==> config.mk <==
export PLATFORM = sky130hd
export DESIGN_NAME = booth_mac_acc_flat
export DESIGN_NICKNAME = d
export VERILOG_FILES = /design/src/rtl/booth_mac_acc_if.sv /design/src/rtl/booth_mac_acc.sv /design/src/flat_wrapper.sv
export SDC_FILE = /design/constraint.sdc
export NUM_CORES = 1
export LEC_CHECK = 0
export CORE_UTILIZATION = 30
export CTS_BUF_LIST = sky130_fd_sc_hd__clkbuf_16
export DETAILED_ROUTE_END_ITERATION = 10
export PLACE_DENSITY = 0.57
export REMOVE_ABC_BUFFERS = 1
export SLEW_MARGIN = 5
export SYNTH_ARGS = -nofsm -noshare
export SYNTH_HDL_FRONTEND = slang
export SYNTH_SLANG_ARGS = --single-unit
==> constraint.sdc <==
create_clock -name clk -period 2.95 [get_ports clk]
set_clock_uncertainty 0.05 [all_clocks]
set_input_delay 0.885 -clock clk [delete_from_list [all_inputs] [get_ports clk]]
set_output_delay 0.885 -clock clk [all_outputs]
set_load 0.01 [all_outputs]
==> src/rtl/booth_mac_acc_if.sv <==
// Handshake bundle between the Booth multiplier, the frame accumulator and
// its result consumer.
interface booth_mac_acc_if #(
    parameter int ACC_W = 16
);
    logic             in_valid;
    logic             in_ready;
    logic [10:0]      m;
    logic             ov;
    logic [7:0]       len;
    logic             clr;
    logic             out_valid;
    logic             out_ready;
    logic [ACC_W-1:0] acc_out;
    logic             sat;
    logic             ov_seen;

    modport master (
        output in_valid, m, ov, len, clr, out_ready,
        input  in_ready, out_valid, acc_out, sat, ov_seen
    );

    modport slave (
        input  in_valid, m, ov, len, clr, out_ready,
        output in_ready, out_valid, acc_out, sat, ov_seen
    );
endinterface

==> src/rtl/booth_mac_acc.sv <==
// Saturating frame accumulator for 11-bit Booth products: sums len+1 products,
// then holds the clamped sum and sticky flags until the consumer takes it.
module booth_mac_acc #(
    parameter int ACC_W = 16
) (
    input logic            clk,
    input logic            rst,
    booth_mac_acc_if.slave bus
);
    typedef enum logic [1:0] {
        IDLE = 2'd0,
        ACC  = 2'd1,
        HOLD = 2'd2
    } state_t;

    state_t           state;
    logic [7:0]       rem;
    logic             accept;
    logic [ACC_W:0]   sum;
    logic [ACC_W-1:0] sum_clamped;
    logic             clamped;

    assign bus.in_ready = (state != HOLD);
    assign accept       = bus.in_valid && bus.in_ready;

    // One guard bit: overflow shows as the top two sum bits disagreeing.
    // NOTE: every always_comb output gets a value on every path so no latch is inferred.
    always_comb begin
        sum         = {bus.acc_out[ACC_W-1], bus.acc_out} + {{(ACC_W-10){bus.m[10]}}, bus.m};
        clamped     = (sum[ACC_W] != sum[ACC_W-1]);
        sum_clamped = sum[ACC_W-1:0];
        if (clamped) begin
            sum_clamped = sum[ACC_W] ? {1'b1, {(ACC_W-1){1'b0}}}
                                     : {1'b0, {(ACC_W-1){1'b1}}};
        end
    end

    // NOTE: sequential state uses non-blocking assignments so every register samples pre-edge values.
    always_ff @(posedge clk) begin
        if (rst) begin
            state         <= IDLE;
            rem           <= '0;
            bus.acc_out   <= '0;
            bus.sat       <= 1'b0;
            bus.ov_seen   <= 1'b0;
            bus.out_valid <= 1'b0;
        end else if (bus.clr) begin
            state         <= IDLE;
            rem           <= '0;
            bus.acc_out   <= '0;
            bus.sat       <= 1'b0;
            bus.ov_seen   <= 1'b0;
            bus.out_valid <= 1'b0;
        end else begin
            case (state)
                IDLE: begin
                    if (accept) begin
                        bus.acc_out <= {{(ACC_W-11){bus.m[10]}}, bus.m};
                        rem         <= bus.len;
                        bus.sat     <= 1'b0;
                        bus.ov_seen <= bus.ov;
                        if (bus.len == 8'd0) begin
                            state         <= HOLD;
                            bus.out_valid <= 1'b1;
                        end else begin
                            state <= ACC;
                        end
                    end
                end
                ACC: begin
                    if (accept) begin
                        bus.acc_out <= sum_clamped;
                        rem         <= rem - 8'd1;
                        if (clamped) bus.sat     <= 1'b1;
                        if (bus.ov)  bus.ov_seen <= 1'b1;
                        if (rem == 8'd1) begin
                            state         <= HOLD;
                            bus.out_valid <= 1'b1;
                        end
                    end
                end
                HOLD: begin
                    if (bus.out_ready) begin
                        state         <= IDLE;
                        bus.out_valid <= 1'b0;
                    end
                end
                default: begin
                    state         <= IDLE;
                    bus.out_valid <= 1'b0;
                end
            endcase
        end
    end
endmodule

==> src/flat_wrapper.sv <==
// flat-port wrapper written by rule: the top's interface ports become plain ports
module booth_mac_acc_flat 
#(
    parameter int ACC_W = 16
)
  (clk, rst, bus_in_valid, bus_m, bus_ov, bus_len, bus_clr, bus_out_ready, bus_in_ready, bus_out_valid, bus_acc_out, bus_sat, bus_ov_seen);
  booth_mac_acc_if #(.ACC_W(ACC_W)) bus_i ();
  input logic clk;
  input logic rst;
  input wire logic [$bits(bus_i.in_valid)-1:0] bus_in_valid;
  input wire logic [$bits(bus_i.m)-1:0] bus_m;
  input wire logic [$bits(bus_i.ov)-1:0] bus_ov;
  input wire logic [$bits(bus_i.len)-1:0] bus_len;
  input wire logic [$bits(bus_i.clr)-1:0] bus_clr;
  input wire logic [$bits(bus_i.out_ready)-1:0] bus_out_ready;
  output wire logic [$bits(bus_i.in_ready)-1:0] bus_in_ready;
  output wire logic [$bits(bus_i.out_valid)-1:0] bus_out_valid;
  output wire logic [$bits(bus_i.acc_out)-1:0] bus_acc_out;
  output wire logic [$bits(bus_i.sat)-1:0] bus_sat;
  output wire logic [$bits(bus_i.ov_seen)-1:0] bus_ov_seen;
  assign bus_i.in_valid = bus_in_valid;
  assign bus_i.m = bus_m;
  assign bus_i.ov = bus_ov;
  assign bus_i.len = bus_len;
  assign bus_i.clr = bus_clr;
  assign bus_i.out_ready = bus_out_ready;
  assign bus_in_ready = bus_i.in_ready;
  assign bus_out_valid = bus_i.out_valid;
  assign bus_acc_out = bus_i.acc_out;
  assign bus_sat = bus_i.sat;
  assign bus_ov_seen = bus_i.ov_seen;
  booth_mac_acc #(.ACC_W(ACC_W)) u_core (.clk(clk), .rst(rst), .bus(bus_i));
endmodule
Word level (Yosys, flattened, before mapping) --
Index checks and enable logic that the tools add are counted.
Cells by class: add/subtract/negate cells 2, multipliers 0, divide/modulo/power cells 0, magnitude comparators 0, equality and inequality tests 12, shift-type cells 0, multiplexer cells 28, bitwise gates (word level) 0, reduce and logical (&&, ||, !) cells 10
Operators by type and width (count):
- 16-bit 2-to-1 mux | 4
- 16-bit case mux with 2 select lines | 1
- 16-bit by 11-bit adder with 17-bit output | 1
- 8-bit 2-to-1 mux | 2
- 8-bit case mux with 2 select lines | 1
- 4-bit AND reduction | 3
- 1-bit 2-to-1 mux | 11
- 2-bit 2-to-1 mux | 5
- 2-bit by 1-bit != test with 1-bit output, second input constant | 5
- 8-bit by 1-bit == test with 1-bit output, second input constant | 1
- 8-bit zero test | 1
- 8-bit by 1-bit subtractor with 8-bit output, second input constant | 1
- 2-bit != test, second input constant | 3
- 2-bit case mux with 3 select lines | 1
- 5-bit AND reduction | 1
- 1-bit case mux with 2 select lines | 2
- 1-bit case mux with 3 select lines | 1
- 3-bit AND reduction | 1
- 2-bit by 1-bit == test with 1-bit output, second input constant | 1
- 2-bit == test, second input constant | 1
- 2-bit zero test | 1
- 2-bit nonzero test | 1
- 2-bit OR reduction | 1
- 1-bit logical AND | 1
- 1-bit != test | 1
Storage, ports and cells: bits in registers 29, bits in latches 0, memory bits (writable) 0, bits in read-only memories 0, bits of input ports 25, output and inout port bits 20, logic and storage cells 58, memories 0

Longest topological paths before layout --
depth in word-level cells 5, mapped depth 12

Worst setup path after synthesis --
Ideal clock, no wire load.
path kind input-to-reg, from in bus_m[4], to reg u_core.bus.acc_out[2], library setup time 0.070 ns, arrival time 3.048 ns, data required time 2.830 ns, path slack -0.218 ns, stages on the path 10, cells stage by stage ha_1 > a21o_1 > a21o_1 > o31a_2 > a21oi_4 > mux2i_2 > and2_4 > buf_6 > a21bo_1 > a21oi_1
Between the ends: word-level cells in the longest chain between the ends 5
RTL lines:
- start, declared | RTL line flat_wrapper.sv:11 | input wire logic [$bits(bus_i.m)-1:0] bus_m;
- 16-bit by 11-bit adder with 17-bit output (*) | RTL line booth_mac_acc.sv:29 | sum = {bus.acc_out[ACC_W-1], bus.acc_out} + {{(ACC_W-10){bus.m[10]}}, bus.m};
- 16-bit 2-to-1 mux / 1-bit != test (equally long branches) | RTL line booth_mac_acc.sv:33, booth_mac_acc.sv:30
- 16-bit 2-to-1 mux (*) | RTL line booth_mac_acc.sv:32 | if (clamped) begin
- 16-bit 2-to-1 mux (*) | RTL line booth_mac_acc.sv:71 | if (accept) begin
- 16-bit case mux with 2 select lines (*) | RTL line booth_mac_acc.sv:55 | case (state)
- end signal, assigned | RTL line booth_mac_acc.sv:58 | bus.acc_out <= {{(ACC_W-11){bus.m[10]}}, bus.m};
- end signal, assigned | RTL line booth_mac_acc.sv:72 | bus.acc_out <= sum_clamped;
- end, declared | RTL line booth_mac_acc_if.sv:25 | output in_ready, out_valid, acc_out, sat, ov_seen
Every way passes the cells marked *; elsewhere a longest branch is shown, timed or not. The select of a mux whose other input is x is not followed. A chain may end at the register's enable or synchronous reset.

Worst setup path after layout --
from in bus_m[2], to reg u_core.bus.acc_out[13]
The elaborated chain is that of the path after synthesis.

==> run_results.csv <==
group,metric,value,unit
status,status,"finished clean",
worst_setup_path,critPathLaunchType,"input port",
hold_path,hp-class,"register to register",
synthesis,ys_warn_count,0,
worst_setup_path,cp.depth,11,
cts,clock_path_buffers,2,
floorplan,die_x,87.9,um
timing,finalHoldViolCount,0,
floorplan,die_y,87.9,um
power_and_ir_drop,internal_power,0.00101,W
cts,clk_latency,280,ps
floorplan,ioPinCount,45,
cts,hold_buffers,0,
run,maxCapViolCount,0,
worst_setup_path,crit_arrival,3010,ps
timing,relSlewSlack,46.6,%
final_layout,fin_area,3440,um^2
worst_setup_path,r2r_slack,480,ps
placed_design,place.detailed.hpwl,4.89,mm
floorplan,initial_core_util,31.9,%
routing,wl_per_cell,14.5,um
synthesis,synthTopCellsByArea,"dfxtp_1, a21oi_1, ha_1",
timing,fmax,0.350,GHz
timing,fin_crit_sh,97.0,%
timing,rsz0062_at_grt,"no",
cts,cts.sinks,29,
routing,viasPerCell,5.19,
final_layout,drive_above_1_share,24.9,%
worst_setup_path,cp_num_buf_inv,2,
timing,worstMarginPinSlew,799,ps
timing,hold_ws,428,ps
cts,root_buffer,"clkbuf_16",
floorplan,coreArea,6940,um^2
power_and_ir_drop,seqPwrFrac,30.5,%
placed_design,io_buffers,44,
placed_design,postPlaceCellArea,3070,um^2
synthesis,synth.top_cell.area_share,26.2,%
final_layout,layoutNonFillerInstCount,474,
timing,period_minus_slack,2860,ps
global_route,antenna_found_initial,0,
worst_setup_path,critPathRequiredTime,3100,ps
synthesis,syn_inst,289,
synthesis,synthMostInstantiatedCell,"a21oi_1",
synthesis,async_flop_share,0,%
placed_design,routabilityCongestion,0.792,
hold_path,whs_path_depth,2,
global_route,grt_pass1_vias,2328,
synthesis,synth_top_area_cell,"dfxtp_1",
worst_setup_path,path_class,"input port to register",
global_route,grt_max_degree,19,
worst_setup_path,cp-end-kind,"register",
routing,drtIter0Drc,79,
final_layout,area_delta_synth_final,55.4,%
final_layout,nFillCells,680,
routing,detail_route.first_pass.iterations,4,
worst_setup_path,crit_family,"compound AO/OA/AOI/OAI gates",
final_layout,fin_nets,421,
routing,via_count,2462,
worst_setup_path,cpMaxStageDelayCell,"o31a_4",
placed_design,dpl_worst_slack,-642,ps
routing,wl,6.85,mm
worst_setup_path,rr_worst_depth,10,
routing,ant_nets,0,
synthesis,ys_seq_area_share,26.2,%
final_layout,diodes,0,
synthesis,synth_edf_count,0,
cts,clkTransAtPathRegs,50,ps
timing,setup_viol,0,
synthesis,synth_common_cells,"a21oi_1, nand2_1, dfxtp_1",
power_and_ir_drop,power_frac_comb,28.4,%
power_and_ir_drop,switching_share,28.3,%
floorplan,dieArea,7730,um^2
power_and_ir_drop,p_leak,1.44,nW
global_route,overflow,0,
timing,setup_ws,89.2,ps
worst_setup_path,cpPeakStageDelay,360,ps
routing,drc_errors,0,
power_and_ir_drop,p_sw,0.000397,W
synthesis,syn-cell-area,2210,um^2
placed_design,place_inst,464,
worst_setup_path,cpMostUsedCell,"a21oi_4",
power_and_ir_drop,p_per_area,408,nW/um^2
floorplan,core.rowCount,30,
power_and_ir_drop,vdd_ir_drop_max,0.205,mV
synthesis,yosys_register_bits,29,
synthesis,synth_area_per_cell,7.66,um^2
timing,slew_viol_final,0,
cts,cts_tree,"yes",
worst_setup_path,crit_chain,"dlygate4sd2_1 -> ha_4 -> a21oi_4 -> a21oi_2 -> o31a_4 -> a21oi_4 -> mux2i_2 -> and2_4 -> buf_12 -> o21ai_1 -> a21oi_1",
power_and_ir_drop,clkPwrFrac,41.1,%
cts,cts_made_buffers,5,
global_route,grt_pass1_wl,11.2,mm
worst_setup_path,path_max_fanout,5,
synthesis,synth_ff_type,"dfxtp_1",
synthesis,ys_types,50,
cts,htreeDepth,2,
global_route,grt_use_total,18.7,%
[power by group through the flow]
| stage | combinational (W) | clock [W] | sequential (W) |
|---|---|---|---|
| 2_1_floorplan | 0.000193 | 0 | 0.000435 |
| 3_5_place_dp | 0.000366 | 0 | 0.000433 |
| 3_3_place_gp | 0.000363 | 0 | 0.000434 |
| 5_1_grt | 0.000440 | 0.000608 | 0.000431 |
| 6_report | 0.000399 | 0.000577 | 0.000428 |
| 4_1_cts | 0.000381 | 0.000587 | 0.000427 |
[per-stage QoR]
stage	TNS, ps	util (%)	power [W]
floorplan	-712	-	0.000628
global placement	-9630	44.2	0.000797
detailed placement	-9860	44.2	0.000799
CTS	0	48.0	0.00139
global route	0	49.6	0.00148
finish	0	49.6	0.00140
[tightest hold or removal path, cell delays in order (launching register included)]
cell and delay (ps):
dfxtp_1 310, nand2b_1 60, a21oi_1 60
[area by class of cell]
cell class / count / area (um^2) / share of cell area [%]
multi-input cells: 237 / 1730 / 50.2
repair buffers: 94 / 812 / 23.6
flip-flops and latches: 29 / 581 / 16.9
clock buffers: 5 / 125 / 3.64
well taps: 96 / 120 / 3.49
clock inverters: 3 / 37.5 / 1.09
inverters: 10 / 37.5 / 1.09
[logic make-up (layout without fill, tap and decap cells)]
family | after synthesis | count (layout) | share of synthesized area [%]
xor+xnor | 9 | 9 | 3.56
mux | 2 | 2 | 1.13
fa+ha+maj | 20 | 20 | 11.5
buf+inv | 23 | 112 | 4.75
flops | 29 | 29 | 26.2
simple gates | 90 | 90 | 19.9
compound gates | 116 | 116 | 32.9
[sequential cells by signal, indices dropped and copies added (netlist names)]
| name | count |
|---|---|
| u_core.bus.out_valid | 1 |
| u_core.rem | 8 |
| u_core.bus.ov_seen | 1 |
| u_core.state | 2 |
| u_core.bus.acc_out | 16 |
| u_core.bus.sat | 1 |
[final timing paths]
check                                                    startpoint                                  end
worst max-delay path                                       bus_m[2]  u_core.bus.acc_out[13]$_SDFFE_PP0P_
worst min-delay path              u_core.bus.out_valid$_SDFFE_PP0P_    u_core.bus.out_valid$_SDFFE_PP0P_
worst max register to register  u_core.bus.acc_out[13]$_SDFFE_PP0P_  u_core.bus.acc_out[13]$_SDFFE_PP0P_
worst min register to register    u_core.bus.out_valid$_SDFFE_PP0P_    u_core.bus.out_valid$_SDFFE_PP0P_
[timing repair]
action / 4_1_cts / 5_1_grt
pin swaps: 12 / 6
setup buffers: 1 / 1
resized for setup: 29 / 19
endpoints found under the setup margin: 17 / 17
[routing by layer]
metal	part of all wire, %	wire, um	up-vias	track usage (%)
li1	-	-	1245	-
met1	47	3220	1144	25.0
met2	47	3250	64	30.7
met3	4.5	310	9	3.58
met4	1.1	72	0	5.07
met5	0	0	-	0
[layout by cell type, fill, tap and decap left out, types with 5 or more instances in the layout]
| cell type | netlist | final |
|---|---|---|
| a211oi_1 | 6 | 6 |
| a21o_1 | 5 | 5 |
| a21oi_1 | 46 | 38 |
| a21oi_2 | 0 | 7 |
| buf_4 | 0 | 49 |
| clkbuf_16 | 0 | 5 |
| clkdlybuf4s50_1 | 0 | 34 |
| dfxtp_1 | 29 | 29 |
| dlygate4sd2_1 | 0 | 7 |
| ha_1 | 18 | 8 |
| ha_4 | 0 | 8 |
| inv_1 | 10 | 11 |
| nand2_1 | 31 | 30 |
| nand3_1 | 12 | 11 |
| nor2_1 | 15 | 15 |
| nor4_1 | 6 | 6 |
| o21ai_0 | 21 | 20 |
| o21ai_1 | 5 | 5 |
| o221ai_1 | 6 | 6 |
| xor2_1 | 5 | 5 |
Note: power is estimated with default switching activity, not from simulation.
